$ cat config.mk
export PLATFORM = sky130hd
export DESIGN_NAME = masked_sbox_arbiter
export DESIGN_NICKNAME = d
export VERILOG_FILES = /design/src/rtl/masked_sbox_arbiter.sv
export SDC_FILE = /design/constraint.sdc
export NUM_CORES = 1
export LEC_CHECK = 0
export BUFFER_PORTS_ARGS = -buffer_cell sky130_fd_sc_hd__buf_2
export CORE_MARGIN = 2
export CORE_UTILIZATION = 41
export DETAILED_ROUTE_END_ITERATION = 12
export PLACE_DENSITY_LB_ADDON = 0.08
export SYNTH_ARGS = -nofsm -noshare
export SYNTH_HDL_FRONTEND = slang
export SYNTH_SLANG_ARGS = --single-unit
$ cat constraint.sdc
create_clock -name in_clock -period 2.55 [get_ports in_clock]
set_input_delay 0.1275 -clock in_clock [delete_from_list [all_inputs] [get_ports in_clock]]
set_output_delay 0.1275 -clock in_clock [all_outputs]
set_load 0.005 [all_outputs]
$ cat src/rtl/masked_sbox_arbiter.sv
// masked_sbox_arbiter: shares one pipelined masked AES S-box between the key schedule (port 0) and the round datapath (port 1)
//
// Ports (shares packed little-end first: share k occupies bits [8k+7:8k]):
//   in_clock                      rising-edge clock
//   in_reset                      synchronous active-low reset
//   in_req0_valid/_data/_tag      key-schedule request; out_req0_ready accepts it
//   in_req1_valid/_data/_tag      datapath request; out_req1_ready accepts it
//   out_sbox_a                    shares of the granted byte, all-zero without a grant
//   in_sbox_b                     shares returned by the S-box SBOX_LATENCY cycles later
//   out_rsp0_valid/out_rsp1_valid single-cycle result pulse for the owning port
//   out_rsp_data/out_rsp_tag      result shares and tag, zero when no result is valid
//   out_busy                      any request in flight
//
// Build option: define MASKED_SBOX_ARB_KEY_PRIO_EN for fixed port-0 priority
// (port 1 can starve); otherwise arbitration is round-robin.
module masked_sbox_arbiter #(
    parameter int NUM_SHARES   = 2,
    parameter int SBOX_LATENCY = 3,
    parameter int TAG_W        = 4
) (
    input  logic                    in_clock,
    input  logic                    in_reset,
    input  logic                    in_req0_valid,
    input  logic [8*NUM_SHARES-1:0] in_req0_data,
    input  logic [TAG_W-1:0]        in_req0_tag,
    output logic                    out_req0_ready,
    input  logic                    in_req1_valid,
    input  logic [8*NUM_SHARES-1:0] in_req1_data,
    input  logic [TAG_W-1:0]        in_req1_tag,
    output logic                    out_req1_ready,
    output logic [8*NUM_SHARES-1:0] out_sbox_a,
    input  logic [8*NUM_SHARES-1:0] in_sbox_b,
    output logic                    out_rsp0_valid,
    output logic                    out_rsp1_valid,
    output logic [8*NUM_SHARES-1:0] out_rsp_data,
    output logic [TAG_W-1:0]        out_rsp_tag,
    output logic                    out_busy
);
    localparam int LAST = SBOX_LATENCY - 1;

    if (SBOX_LATENCY < 1) begin : g_bad_latency
        $error("SBOX_LATENCY must be at least 1");
    end

    logic              grant0;
    logic              grant1;
    logic [LAST:0]     pipe_valid;
    logic [LAST:0]     pipe_port;
    logic [TAG_W-1:0]  pipe_tag [SBOX_LATENCY];
    logic              rsp_valid;

`ifdef MASKED_SBOX_ARB_KEY_PRIO_EN
    always_comb begin
        grant0 = in_reset && in_req0_valid;
        grant1 = in_reset && in_req1_valid && !in_req0_valid;
    end
`else
    // last_grant = 1 means port 1 was granted last, so port 0 wins the next contention
    logic last_grant;

    always_comb begin
        grant0 = in_reset && in_req0_valid && (!in_req1_valid || last_grant);
        grant1 = in_reset && in_req1_valid && (!in_req0_valid || !last_grant);
    end

    always_ff @(posedge in_clock) begin
        if (!in_reset)
            last_grant <= 1'b1;
        else if (grant0 || grant1)
            last_grant <= grant1;
    end
`endif

    // idle cycles present a zero sharing so stale shares never reach the S-box
    always_comb begin
        out_req0_ready = grant0;
        out_req1_ready = grant1;
        out_sbox_a     = grant0 ? in_req0_data : grant1 ? in_req1_data : '0;
    end

    // tracking pipe mirrors the S-box latency; reset drops everything in flight
    always_ff @(posedge in_clock) begin
        pipe_valid[0] <= in_reset && (grant0 || grant1);
        pipe_port[0]  <= grant1;
        pipe_tag[0]   <= grant0 ? in_req0_tag : grant1 ? in_req1_tag : '0;
        for (int i = 1; i < SBOX_LATENCY; i++) begin
            pipe_valid[i] <= in_reset && pipe_valid[i-1];
            pipe_port[i]  <= pipe_port[i-1];
            pipe_tag[i]   <= pipe_tag[i-1];
        end
    end

    always_comb begin
        rsp_valid      = pipe_valid[LAST];
        out_rsp0_valid = rsp_valid && !pipe_port[LAST];
        out_rsp1_valid = rsp_valid && pipe_port[LAST];
        out_rsp_tag    = rsp_valid ? pipe_tag[LAST] : '0;
        out_rsp_data   = rsp_valid ? in_sbox_b : '0;
        out_busy       = |pipe_valid;
    end
endmodule

==> run summary, run 1 <==
===============================================================================================
Category of cells accounting for the largest share of critical-path delay ........ simple AND/OR/NAND/NOR gates
Power density cells ..............................................................   389 nW/µm²
CP Data Required Time ............................................................      2.42 ns
Critical Path Source Type ........................................................     register
CP endpoint kind .................................................................  output port
Worst path max stage delay .......................................................      0.58 ns
Core Region ......................................................................     2730 µm²
Combined global-route utilization of all metal layers ............................        15.2%
Clock Sink Count .................................................................           19
Post-synthesis cell type with the largest combined area ..........................      dfxtp_1
Detailed-route via count .........................................................         1156
Clock input transition at the sequential cells of the worst setup and hold paths .      0.10 ns
Sum of buffers and inverters on the critical path ................................            1
Maximum clock path buffer count ..................................................            2
Detailed-routing iteration count for the pre-antenna-repair pass .................            3
Netlist area before placement ....................................................     1170 µm²
Antenna cell count ...............................................................            0
Total clock buffers created by CTS ...............................................            3
Min cycle time layout ............................................................      1.68 ns
Clock tree from TritonCTS ........................................................         done
Global-route wire length before repair ...........................................      4120 µm
Pin count of the biggest net entering global routing .............................           44
Maximum level of the CTS H-tree ..................................................            1
Mapped Cells .....................................................................          126
Initial antenna violation count ..................................................            0
Fraction of final layout cells with drive strength greater than 1 ................        58.1%
Worst slack on hold paths ........................................................    0.0783 ns
Final max-slew violation count ...................................................            0
Post-detailed-routing wire length ................................................      2590 µm
Data arrival time of the critical path ...........................................      1.55 ns
Master of the slowest instance on the critical path ..............................      nor2b_4
Setup repair after global routing missed its margin ..............................        false
Synthesized area divided by synthesized cell count ...............................     9.31 µm²
Layout Utilization ...............................................................        59.5%
Number of synthesized register bits ..............................................           19
Die width ........................................................................      57.5 µm
Area growth from synthesis to final layout .......................................        38.7%
Detailed-route vias per instance .................................................         4.66
Final clock period utilization by the worst path .................................        65.9%
Number of max-capacitance violations reported ....................................            0
Leading cell types by total area after synthesis ................................. dfxtp_1, o32ai_2, nand2_1, and2_1, buf_6
Flop-to-flop setup slack .........................................................      1.31 ns
Total Die Area ...................................................................     3310 µm²
Placer Congestion ................................................................        0.716
Final critical-path setup slack ..................................................     0.870 ns
Crit-path cells .................................................................. nor2b_4 > o32ai_2 > buf_2
Die height .......................................................................      57.5 µm
Mapped Nets ......................................................................          186
Number of synthesized flops with an enable pin ...................................            0
Final clock skew .................................................................   0.00188 ns
Library cell with the highest instance count after synthesis .....................      nand2_1
Proportion of netlist area held by the largest area contributor ..................        32.4%
Final number of hold-violating endpoints .........................................            0
Cell variety after synth .........................................................           19
Leakage ..........................................................................     0.874 nW
Dominant register cell in the synthesized netlist ................................      dfxtp_1
Congestion Overflow GR ...........................................................            0
Pwr Total ........................................................................       634 µW
Cell at the root of the clock tree ...............................................     clkbuf_4
CP max FO ........................................................................           22
Top post-synthesis cells by count ................................................ nand2_1, and2_1, dfxtp_1, o32ai_2, buf_6
Hold crit path type ..............................................................       in2reg
First-iteration detailed-routing DRC count .......................................           25
Fmax achieved ....................................................................    0.595 GHz
Starting density of the core .....................................................        42.9%
# nets final .....................................................................          278
Number of DRC violations after detailed routing ..................................            0
Sequential share of the synthesized area .........................................        32.4%
Number of global-route vias before repair ........................................         1001
Tightest Pin Transition ..........................................................     0.708 ns
Crit Path Category ...............................................................      reg2out
Worst slack after detailed placement .............................................      1.18 ns
Number of setup violations in the final report ...................................            0
Antenna Nets Post-Route ..........................................................            0
Count of buffers inserted at the top-level ports .................................          100
# hold bufs at CTS ...............................................................            0
Fillcell total ...................................................................          248
Total negative setup slack .......................................................         0 ns
Post-CTS setup repair buffer count ...............................................            0
YS warnings ......................................................................            0
Std-Cell Rows ....................................................................           19
Source-to-sink clock delay at the later pin of the worst-skew pair ...............      0.28 ns
FFs w/ async S/R, synth ..........................................................           0%
Post_cts resized .................................................................            0
IR Drop Worst-Case VDD ...........................................................     0.294 mV
Worst-case headroom to the max-slew limit ........................................        52.7%
DR WL/cell .......................................................................      10.4 µm
I/O pin count ....................................................................          101
Run status ....................................................................... finished, final reports clean
===============================================================================================
==> path summary, 6_finish.rpt <==
kind / start / to / depth (start not counted)
hold / removal: in_req1_valid / pipe_valid[0] / 3
setup / recovery: last_grant / out_sbox_a[9] / 3
hold reg to reg: pipe_port[0] / pipe_port[1] / 0
setup reg to reg: last_grant / pipe_tag[0][3] / 2
==> cell families after synthesis <==
kind of cell | count (synthesis) | synth area share, %
AOI/OAI and AO/OA | 22 | 28.7
buffers and inverters | 15 | 10.2
and+or+nand+nor | 70 | 28.7
DFF | 19 | 32.4
==> worst register-to-register path: cells and delay by family (launching register included) <==
family          cells  cell delay (ns)
flops               1             0.36
simple gates        1             0.58
compound gates      1             0.18
==> layout by cell type (no fill, tap or decap) <==
cell        n
o32ai_2    19
nor2b_1     1
inv_1       1
a21bo_2     1
buf_2     100
nor2_1      3
clkinv_2    1
dfxtp_1    19
clkbuf_4    3
or3_1       1
nand2_1    40
o32ai_1     1
and2_1     23
nor3_1      1
inv_2       1
a211o_1     1
nor2b_4     1
==> flip-flops by register name, summed over array words and instances (netlist names) <==
signal and flops:
pipe_port 3, last_grant 1, pipe_tag 12, pipe_valid 3
==> metal layers <==
layer	global-route usage, %	up-vias	wire length [µm]
met1	16.9	480	956
met2	28.4	62	1300
met3	3.17	2	305
met5	0	-	0
li1	-	612	-
met4	4.98	0	26
==> report_power, final <==
group	internal [mW]	switching, mW	leakage [nW]
logic	0.0887	0.0795	0.699
clock network	0.0581	0.0841	0.0177
registers	0.316	0.00756	0.157
==> per-stage QoR <==
stage	std cells	area, µm²
after floorplan	126	1170
after global placement	244	1600
after detailed placement	244	1600
after CTS	248	1630
after global routing	248	1630
final	248	1630
==> cell type report <==
cell class	instances	area (µm²)	share of cell area, %
Clock buffer	3	22.5	1.38
Tap cell	31	38.8	2.38
Multi-Input combinational cell	92	673	41.4
Inverter	2	7.51	0.461
Sequential cell	19	380	23.4
Clock inverter	1	5.00	0.307
Timing Repair Buffer	100	500	30.7
Note: power is estimated with default switching activity, not from simulation.
==> run 2: changes to the inputs <==
--- a/config.mk
+++ b/config.mk
@@ -5,9 +5,10 @@
 export SDC_FILE = /design/constraint.sdc
 export NUM_CORES = 1
 export LEC_CHECK = 0
+export ABC_AREA = 1
 export BUFFER_PORTS_ARGS = -buffer_cell sky130_fd_sc_hd__buf_2
 export CORE_MARGIN = 2
-export CORE_UTILIZATION = 41
+export CORE_UTILIZATION = 35
 export DETAILED_ROUTE_END_ITERATION = 12
 export PLACE_DENSITY_LB_ADDON = 0.08
 export SYNTH_ARGS = -nofsm -noshare
==> constraint.sdc (replaced) <==
create_clock -name in_clock -period 1.6 [get_ports in_clock]
set_input_delay 0.08 -clock in_clock [delete_from_list [all_inputs] [get_ports in_clock]]
set_output_delay 0.08 -clock in_clock [all_outputs]
set_load 0.005 [all_outputs]
==> run summary, run 2 <==
===============================================================================================
Worst slack on hold paths ........................................................    0.0139 ns   -0.0644 ns
Placed insts .....................................................................          274   +12%
Netlist area before placement ....................................................      990 µm²   -16%
Final clock skew .................................................................  0.000933 ns   -0.000946 ns
FFs w/ async S/R, synth ..........................................................           0%   unchanged
Uppermost routed layer ...........................................................         met4
Number of max-capacitance violations reported ....................................            0   unchanged
Largest registers ................................................................ pipe_tag: 12 flops, pipe_port: 3 flops, pipe_valid: 3 flops
Register with the most flip-flops ................................................     pipe_tag
Leading cell types by total area after synthesis ................................. dfxtp_1, nand3_1, nand2_1, inv_1, buf_6
Number of DRC violations after detailed routing ..................................            0   unchanged
CP max FO ........................................................................           21   -4.5%
Cell at the root of the clock tree ...............................................     clkbuf_4
Number of synthesized register bits ..............................................           19   unchanged
Critical Path Source Type ........................................................     register
Post-synthesis cell type with the largest combined area ..........................      dfxtp_1
Final max-slew violation count ...................................................            0   unchanged
Area after DPL ...................................................................     1470 µm²   -8.4%
Adder-cell share of the synthesized area .........................................           0%   unchanged
Pin count of the biggest net entering global routing .............................           22   -50%
Multi-input gate area ............................................................      419 µm²   -38%
Largest family of logic cells by synthesized area ................................ simple AND/OR/NAND/NOR gates
Setup repair after global routing missed its margin ..............................        false
# nets final .....................................................................          308   +11%
Final clock period utilization by the worst path .................................        84.7%
XOR/XNOR share of the synthesized area ...........................................           0%   unchanged
Dominant register cell in the synthesized netlist ................................      dfxtp_1
Initial antenna violation count ..................................................            0   unchanged
Clock tree from TritonCTS ........................................................         done
Worst path max stage delay .......................................................      0.35 ns   -0.23 ns
Pwr Total ........................................................................       953 µW   +50%
Mapped Nets ......................................................................          210   +13%
Number of synthesized flops with an enable pin ...................................            0   unchanged
Starting density of the core .....................................................        36.5%   -6.4 points
Congestion Overflow GR ...........................................................            0   unchanged
Combined global-route utilization of all metal layers ............................        14.7%   -0.53 points
Fillcell total ...................................................................          285   +15%
# hold bufs at CTS ...............................................................            0   unchanged
Clock input transition at the sequential cells of the worst setup and hold paths .      0.09 ns   about the same
Fraction of final layout cells with drive strength greater than 1 ................        44.9%   -13 points
Hold crit path type ..............................................................       in2reg
Register Area ....................................................................      380 µm²   unchanged
Crit Path Category ...............................................................      reg2out
I/O pin count ....................................................................          101   unchanged
Power density cells ..............................................................   639 nW/µm²   +64%
Total clock buffers created by CTS ...............................................            3   unchanged
Antenna cell count ...............................................................            0   unchanged
Die height .......................................................................      57.2 µm   -0.57%
Library cell with the highest instance count after synthesis .....................      nand2_1
Sequential share of the synthesized area .........................................        38.4%   +6.0 points
Post-detailed-routing wire length ................................................      2450 µm   -5.2%
Total negative setup slack .......................................................         0 ns   unchanged
Source-to-sink clock delay at the later pin of the worst-skew pair ...............      0.28 ns   about the same
Cell variety after synth .........................................................           13   -6
Master of the slowest instance on the critical path ..............................      dfxtp_1
Top post-synthesis cells by count ................................................ nand2_1, nand3_1, inv_1
Cell repeated most along the worst path ..........................................      nand2_1
Post-CTS setup repair buffer count ...............................................            0   unchanged
Crit-path cells .................................................................. inv_1 > nand2_1 > buf_4 > nand3_1 > nand2_1 > buf_2
Core Region ......................................................................     2710 µm²   -0.87%
Number of setup violations in the final report ...................................            0   unchanged
Tightest Pin Transition ..........................................................     0.287 ns   -0.421 ns
Run status ....................................................................... finished, final reports clean
Data arrival time of the critical path ...........................................      1.28 ns   -0.27 ns
Detail Route met3 WL .............................................................       307 µm   +0.66%
Leakage ..........................................................................      1.08 nW   +24%
Share of synthesized area spent on multiplexers ..................................           0%   unchanged
Top library cells by usage in the layout, fill and taps aside .................... buf_2, nand2_1, nand3_1, inv_1, dfxtp_1
Synthesized area divided by synthesized cell count ...............................     6.60 µm²   -29%
Area growth from synthesis to final layout .......................................        50.7%
Fmax achieved ....................................................................    0.738 GHz
Largest register FFs .............................................................           12   unchanged
Antenna Nets Post-Route ..........................................................            0   unchanged
YS warnings ......................................................................            0   unchanged
Worst slack after detailed placement .............................................     0.563 ns   -0.617 ns
IR Drop Worst-Case VDD ...........................................................     0.409 mV   +39%
Global-route wire length before repair ...........................................      3840 µm   -6.7%
Mapped Cells .....................................................................          150   +19%
CP Data Required Time ............................................................      1.52 ns   -0.90 ns
Worst-case headroom to the max-slew limit ........................................        80.8%   +28 points
Commonest non-fill, non-tap cell in the layout ...................................        buf_2
Detailed-route vias per instance .................................................         4.41   -5.5%
Clock Sink Count .................................................................           19   unchanged
Maximum clock path buffer count ..................................................            2   unchanged
Placer Congestion ................................................................        0.666   -7.0%
Proportion of netlist area held by the largest area contributor ..................        38.4%   +6.0 points
Maximum level of the CTS H-tree ..................................................            1   unchanged
Final std cell area, no fill .....................................................     1490 µm²   -8.4%
Die width ........................................................................      57.2 µm   -0.57%
Synth Area in Simple Gates .......................................................        40.6%   +12 points
Min cycle time layout ............................................................      1.36 ns
Wire length on met2 ..............................................................      1150 µm   -11%
Number of global-route vias before repair ........................................         1050   +4.9%
Post_cts resized .................................................................            0   unchanged
First-iteration detailed-routing DRC count .......................................           35   +40%
Detailed-routing iteration count for the pre-antenna-repair pass .................            4   +1
CP endpoint kind .................................................................  output port
Total Die Area ...................................................................     3270 µm²   -1.1%
Count of buffers inserted at the top-level ports .................................          100   unchanged
Final critical-path setup slack ..................................................     0.244 ns   -0.626 ns
Detailed-route via count .........................................................         1225   +6.0%
Layout Utilization ...............................................................        55.0%   -4.5 points
Std-Cell Rows ....................................................................           19   unchanged
Count of placed standard cells in the final layout, fillers left out .............          278   +12%
Detailed-route wire length on metal 1 ............................................       970 µm   +1.5%
DR WL/cell .......................................................................      8.82 µm   -15%
Post-detail-place hpwl ...........................................................      1930 µm
Complex-gate fraction of the synthesized area ....................................        1.77%   -27 points
Final number of hold-violating endpoints .........................................            0   unchanged
===============================================================================================
## run 2: cell count changes in the layout (fill, tap and decap cells not counted), sizes merged, moves of 2 or more
| cell | previous run | this run |
|---|---|---|
| nand2 | 40 | 49 |
| o32ai | 20 | 0 |
| inv | 2 | 25 |
| buf | 100 | 103 |
| a21oi | 0 | 2 |
| and2 | 23 | 0 |
| nand3 | 0 | 40 |
| nor2b | 2 | 0 |
## run 2: path summary, 6_finish.rpt
path / start / endpoint / slack [ns] / depth (start not counted)
setup / recovery: last_grant / out_sbox_a[2] / 0.24 / 6
hold / removal: in_req0_tag[2] / pipe_tag[0][2] / 0.01 / 3
setup reg to reg: last_grant / last_grant / 0.66 / 4
hold reg to reg: pipe_tag[0][5] / pipe_tag[0][9] / 0.33 / 0
## run 2: cell type report
type | instances | share of cell area, %
timing repair buffer | 103 | 35.1
multi-input combinational | 94 | 28.1
sequential | 19 | 25.5
inverter | 27 | 6.96
tap | 31 | 2.60
clock buffer | 4 | 1.76
## run 2: critical path: cells and delay by family (launching register included)
family / cells / cell delay (ns)
buffers and inverters: 3 / 0.40
DFF: 1 / 0.35
and+or+nand+nor: 3 / 0.24
## run 2: power by group
part           internal [mW]  leakage, nW  total (mW)  switching (mW)
clock network         0.0966       0.0150       0.217           0.120
logic                  0.112        0.912       0.222           0.109
registers              0.504        0.157       0.514          0.0101
## run 2: cell families (layout without fill, tap and decap cells)
group | after synthesis | count (layout)
flops | 19 | 19
simple gates | 91 | 91
buf+inv | 37 | 134
compound gates | 3 | 3
## run 2: routing by layer
layer	track usage [%]	vias up
li1	-	650
met2	28.2	71
met1	14.5	502
met4	6.98	0
met3	3.63	2
met5	0	-
==> run 3: changes to the inputs <==
--- a/config.mk
+++ b/config.mk
@@ -8,7 +8,7 @@
 export ABC_AREA = 1
 export BUFFER_PORTS_ARGS = -buffer_cell sky130_fd_sc_hd__buf_2
 export CORE_MARGIN = 2
-export CORE_UTILIZATION = 35
+export CORE_UTILIZATION = 31
 export DETAILED_ROUTE_END_ITERATION = 12
 export PLACE_DENSITY_LB_ADDON = 0.08
 export SYNTH_ARGS = -nofsm -noshare
==> constraint.sdc (replaced) <==
create_clock -name in_clock -period 1.1 [get_ports in_clock]
set_input_delay 0.055 -clock in_clock [delete_from_list [all_inputs] [get_ports in_clock]]
set_output_delay 0.055 -clock in_clock [all_outputs]
set_load 0.005 [all_outputs]
==> run summary, run 3 (synthesis results as in run 2) <==
===============================================================================================
Critical Path Source Type ........................................................     register
M3 GR Usage ......................................................................        3.41%   -0.22 points
Internal portion of total power ..................................................      1.11 mW   +55%
Cell at the root of the clock tree ...............................................     clkbuf_4
I/O pin count ....................................................................          101   unchanged
Register with the most flip-flops ................................................     pipe_tag
Congestion Overflow GR ...........................................................            0   unchanged
Master of the slowest instance on the critical path ..............................      dfxtp_4
Switching Share ..................................................................        27.0%   +1.8 points
Starting density of the core .....................................................        32.4%   -4.1 points
Post-detailed-routing wire length ................................................      2980 µm   +22%
Number of max-capacitance violations reported ....................................            0   unchanged
Final std cell area, no fill .....................................................     1840 µm²   +24%
CP Data Required Time ............................................................      1.04 ns   -0.48 ns
Worst path max stage delay .......................................................      0.37 ns   +0.02 ns
Critical Path Stages .............................................................            6   unchanged
Final number of hold-violating endpoints .........................................            0   unchanged
IR Drop Worst-Case VDD ...........................................................     0.315 mV   -23%
Final critical-path setup slack ..................................................    -0.117 ns   -0.362 ns
Sum of buffers and inverters on the critical path ................................            3   unchanged
Count of buffers inserted at the top-level ports .................................          100   unchanged
Count of placed standard cells in the final layout, fillers left out .............          309   +11%
Post-detail-place hpwl ...........................................................      2050 µm   +6.4%
Fillcell total ...................................................................          308   +8.1%
Clock input transition at the sequential cells of the worst setup and hold paths .      0.10 ns   about the same
Std-Cell Rows ....................................................................           20   +1
Crit Path Category ...............................................................      reg2out
Tightest Pin Transition ..........................................................     0.260 ns   -0.0269 ns
Multi-input gate area ............................................................      490 µm²   +17%
Pwr Total ........................................................................      1.51 mW   +59%
# nets final .....................................................................          326   +5.8%
Leakage ..........................................................................      1.21 nW   +11%
Pin count of the biggest net entering global routing .............................           21   -4.5%
Number of setup violations in the final report ...................................           18   +18
Die width ........................................................................      60.5 µm   +5.8%
Clock Sink Count .................................................................           19   unchanged
Worst slack on hold paths ........................................................    0.0215 ns   +0.00760 ns
Switching power of the nets ......................................................       409 µW   +71%
Min cycle time layout ............................................................      1.22 ns
Placed insts .....................................................................          289   +5.5%
Global routing usage on met2 .....................................................        28.6%   +0.33 points
Fraction of final layout cells with drive strength greater than 1 ................        57.4%   +12 points
Final clock period utilization by the worst path .................................         111%
Core Region ......................................................................     3050 µm²   +13%
Antenna Nets Post-Route ..........................................................            0   unchanged
Total negative setup slack .......................................................     -1.74 ns   -1.74 ns
Busiest metal layer after global routing .........................................         met2
Clock network fraction of total power ............................................        21.5%   -1.3 points
Antenna cell count ...............................................................            0   unchanged
Total clock buffers created by CTS ...............................................            3   unchanged
Depth of the worst hold-timing path ..............................................            3   unchanged
Number of global-route vias before repair ........................................         1051   +0.095%
CP max FO ........................................................................            6   -71%
Maximum level of the CTS H-tree ..................................................            1   unchanged
Area after DPL ...................................................................     1500 µm²   +2.1%
Global-route wire length before repair ...........................................      4150 µm   +7.9%
Violated checks .................................................................. negative setup slack
Die height .......................................................................      60.5 µm   +5.8%
Final clock skew .................................................................   0.00562 ns   +0.00469 ns
Detailed-route vias per instance .................................................         4.26   -3.3%
Crit-path cells .................................................................. inv_4 > nand2_4 > buf_6 > nand3_1 > nand2_1 > buf_2
Worst slack after detailed placement .............................................     0.123 ns   -0.440 ns
Largest registers ................................................................ pipe_tag: 12 flops, pipe_port: 3 flops, pipe_valid: 3 flops
Comb power frac ..................................................................        29.0%   +5.7 points
Final max-slew violation count ...................................................            0   unchanged
Initial antenna violation count ..................................................            0   unchanged
Power density cells ..............................................................   822 nW/µm²   +29%
Global-route track usage on met1 .................................................        15.5%   +1.0 points
Top library cells by usage in the layout, fill and taps aside .................... buf_2, nand3_1, nand2_1, buf_6, dfxtp_1
Area growth from synthesis to final layout .......................................        86.2%
Largest register FFs .............................................................           12   unchanged
Maximum clock path buffer count ..................................................            2   unchanged
Commonest non-fill, non-tap cell in the layout ...................................        buf_2
Fmax achieved ....................................................................    0.821 GHz
Data arrival time of the critical path ...........................................      1.16 ns   -0.12 ns
First-iteration detailed-routing DRC count .......................................           16   -54%
Setup repair after global routing missed its margin ..............................         true
Clock tree from TritonCTS ........................................................         done
DR WL/cell .......................................................................      9.65 µm   +9.4%
Combined global-route utilization of all metal layers ............................        14.8%   +0.14 points
Detailed-routing iteration count for the pre-antenna-repair pass .................            4   unchanged
Register Area ....................................................................      388 µm²   +2.0%
Proportion of power drawn by flip-flops and latches ..............................        49.5%   -4.5 points
Hold crit path type ..............................................................       in2reg
Total Die Area ...................................................................     3660 µm²   +12%
Number of DRC violations after detailed routing ..................................            0   unchanged
Detailed-route via count .........................................................         1317   +7.5%
CP endpoint kind .................................................................  output port
Run status ....................................................................... complete, but fails checks
Number of cells on the worst reg-to-reg path .....................................            6   +2
Source-to-sink clock delay at the later pin of the worst-skew pair ...............      0.29 ns   about the same
Category of cells accounting for the largest share of critical-path delay ........   flip-flops
Layout Utilization ...............................................................        60.4%   +5.3 points
Placer Congestion ................................................................        0.695   +4.4%
Worst-case headroom to the max-slew limit ........................................        82.6%   +1.8 points
===============================================================================================
==> run 3: cell types whose count changed in the layout (fill, tap and decap cells not counted), moves of 2 or more <==
cell           change
buf_2              -9
dlygate4sd3_1      +8
nand2_1           -13
dfxtp_1            -2
inv_2             +10
nand3_1            -3
buf_6             +18
nand2_2            +9
dfxtp_4            +2
inv_1             -11
nand3_2            +3
nand2_4            +4
==> run 3: final timing paths <==
check | start | endpoint | slack (ns)
worst max-delay path | last_grant | out_sbox_a[8] | -0.12
worst min-delay path | in_reset | pipe_valid[2] | 0.02
worst max register to register | last_grant | pipe_tag[0][2] | 0.11
worst min register to register | pipe_tag[0][7] | pipe_tag[0][11] | 0.33
==> run 3: cell type report <==
cell class	count	area share (%)
clock buffer	3	1.22
inverter	27	5.77
sequential	19	21.0
tap	44	2.99
multi-input combinational	94	26.6
timing repair buffer	121	42.1
clock inverter	1	0.272
==> run 3: worst register-to-register path: stages, from the launching register on <==
cell	delay, ns
dfxtp_4	0.37
inv_4	0.06
nand2_4	0.05
buf_6	0.13
buf_4	0.14
nand3_1	0.08
nand2_1	0.05
==> run 3: metal layers <==
metal,vias up,part of all wire (%)
met3,4,9.1
li1,692,-
met4,0,1.4
met1,551,37
met2,70,52
met5,-,0
==> run 3: what timing repair did <==
item | CTS | global route
endpoints found under the hold margin | 4 | 0
gates cloned | 3 | 2
hold buffers | 8 | 0
buffers inserted | 3 | 0
endpoints found under the setup margin | 39 | 40
pin swaps | 0 | 4
gates resized for setup | 16 | 46
==> run 3: power groups by stage <==
stage	registers [mW]	logic (mW)	clock network (mW)
3_5_place_dp	0.761	0.338	0
3_3_place_gp	0.760	0.339	0
2_1_floorplan	0.759	0.163	0
6_report	0.749	0.440	0.325
5_1_grt	0.755	0.489	0.381
4_1_cts	0.748	0.400	0.350
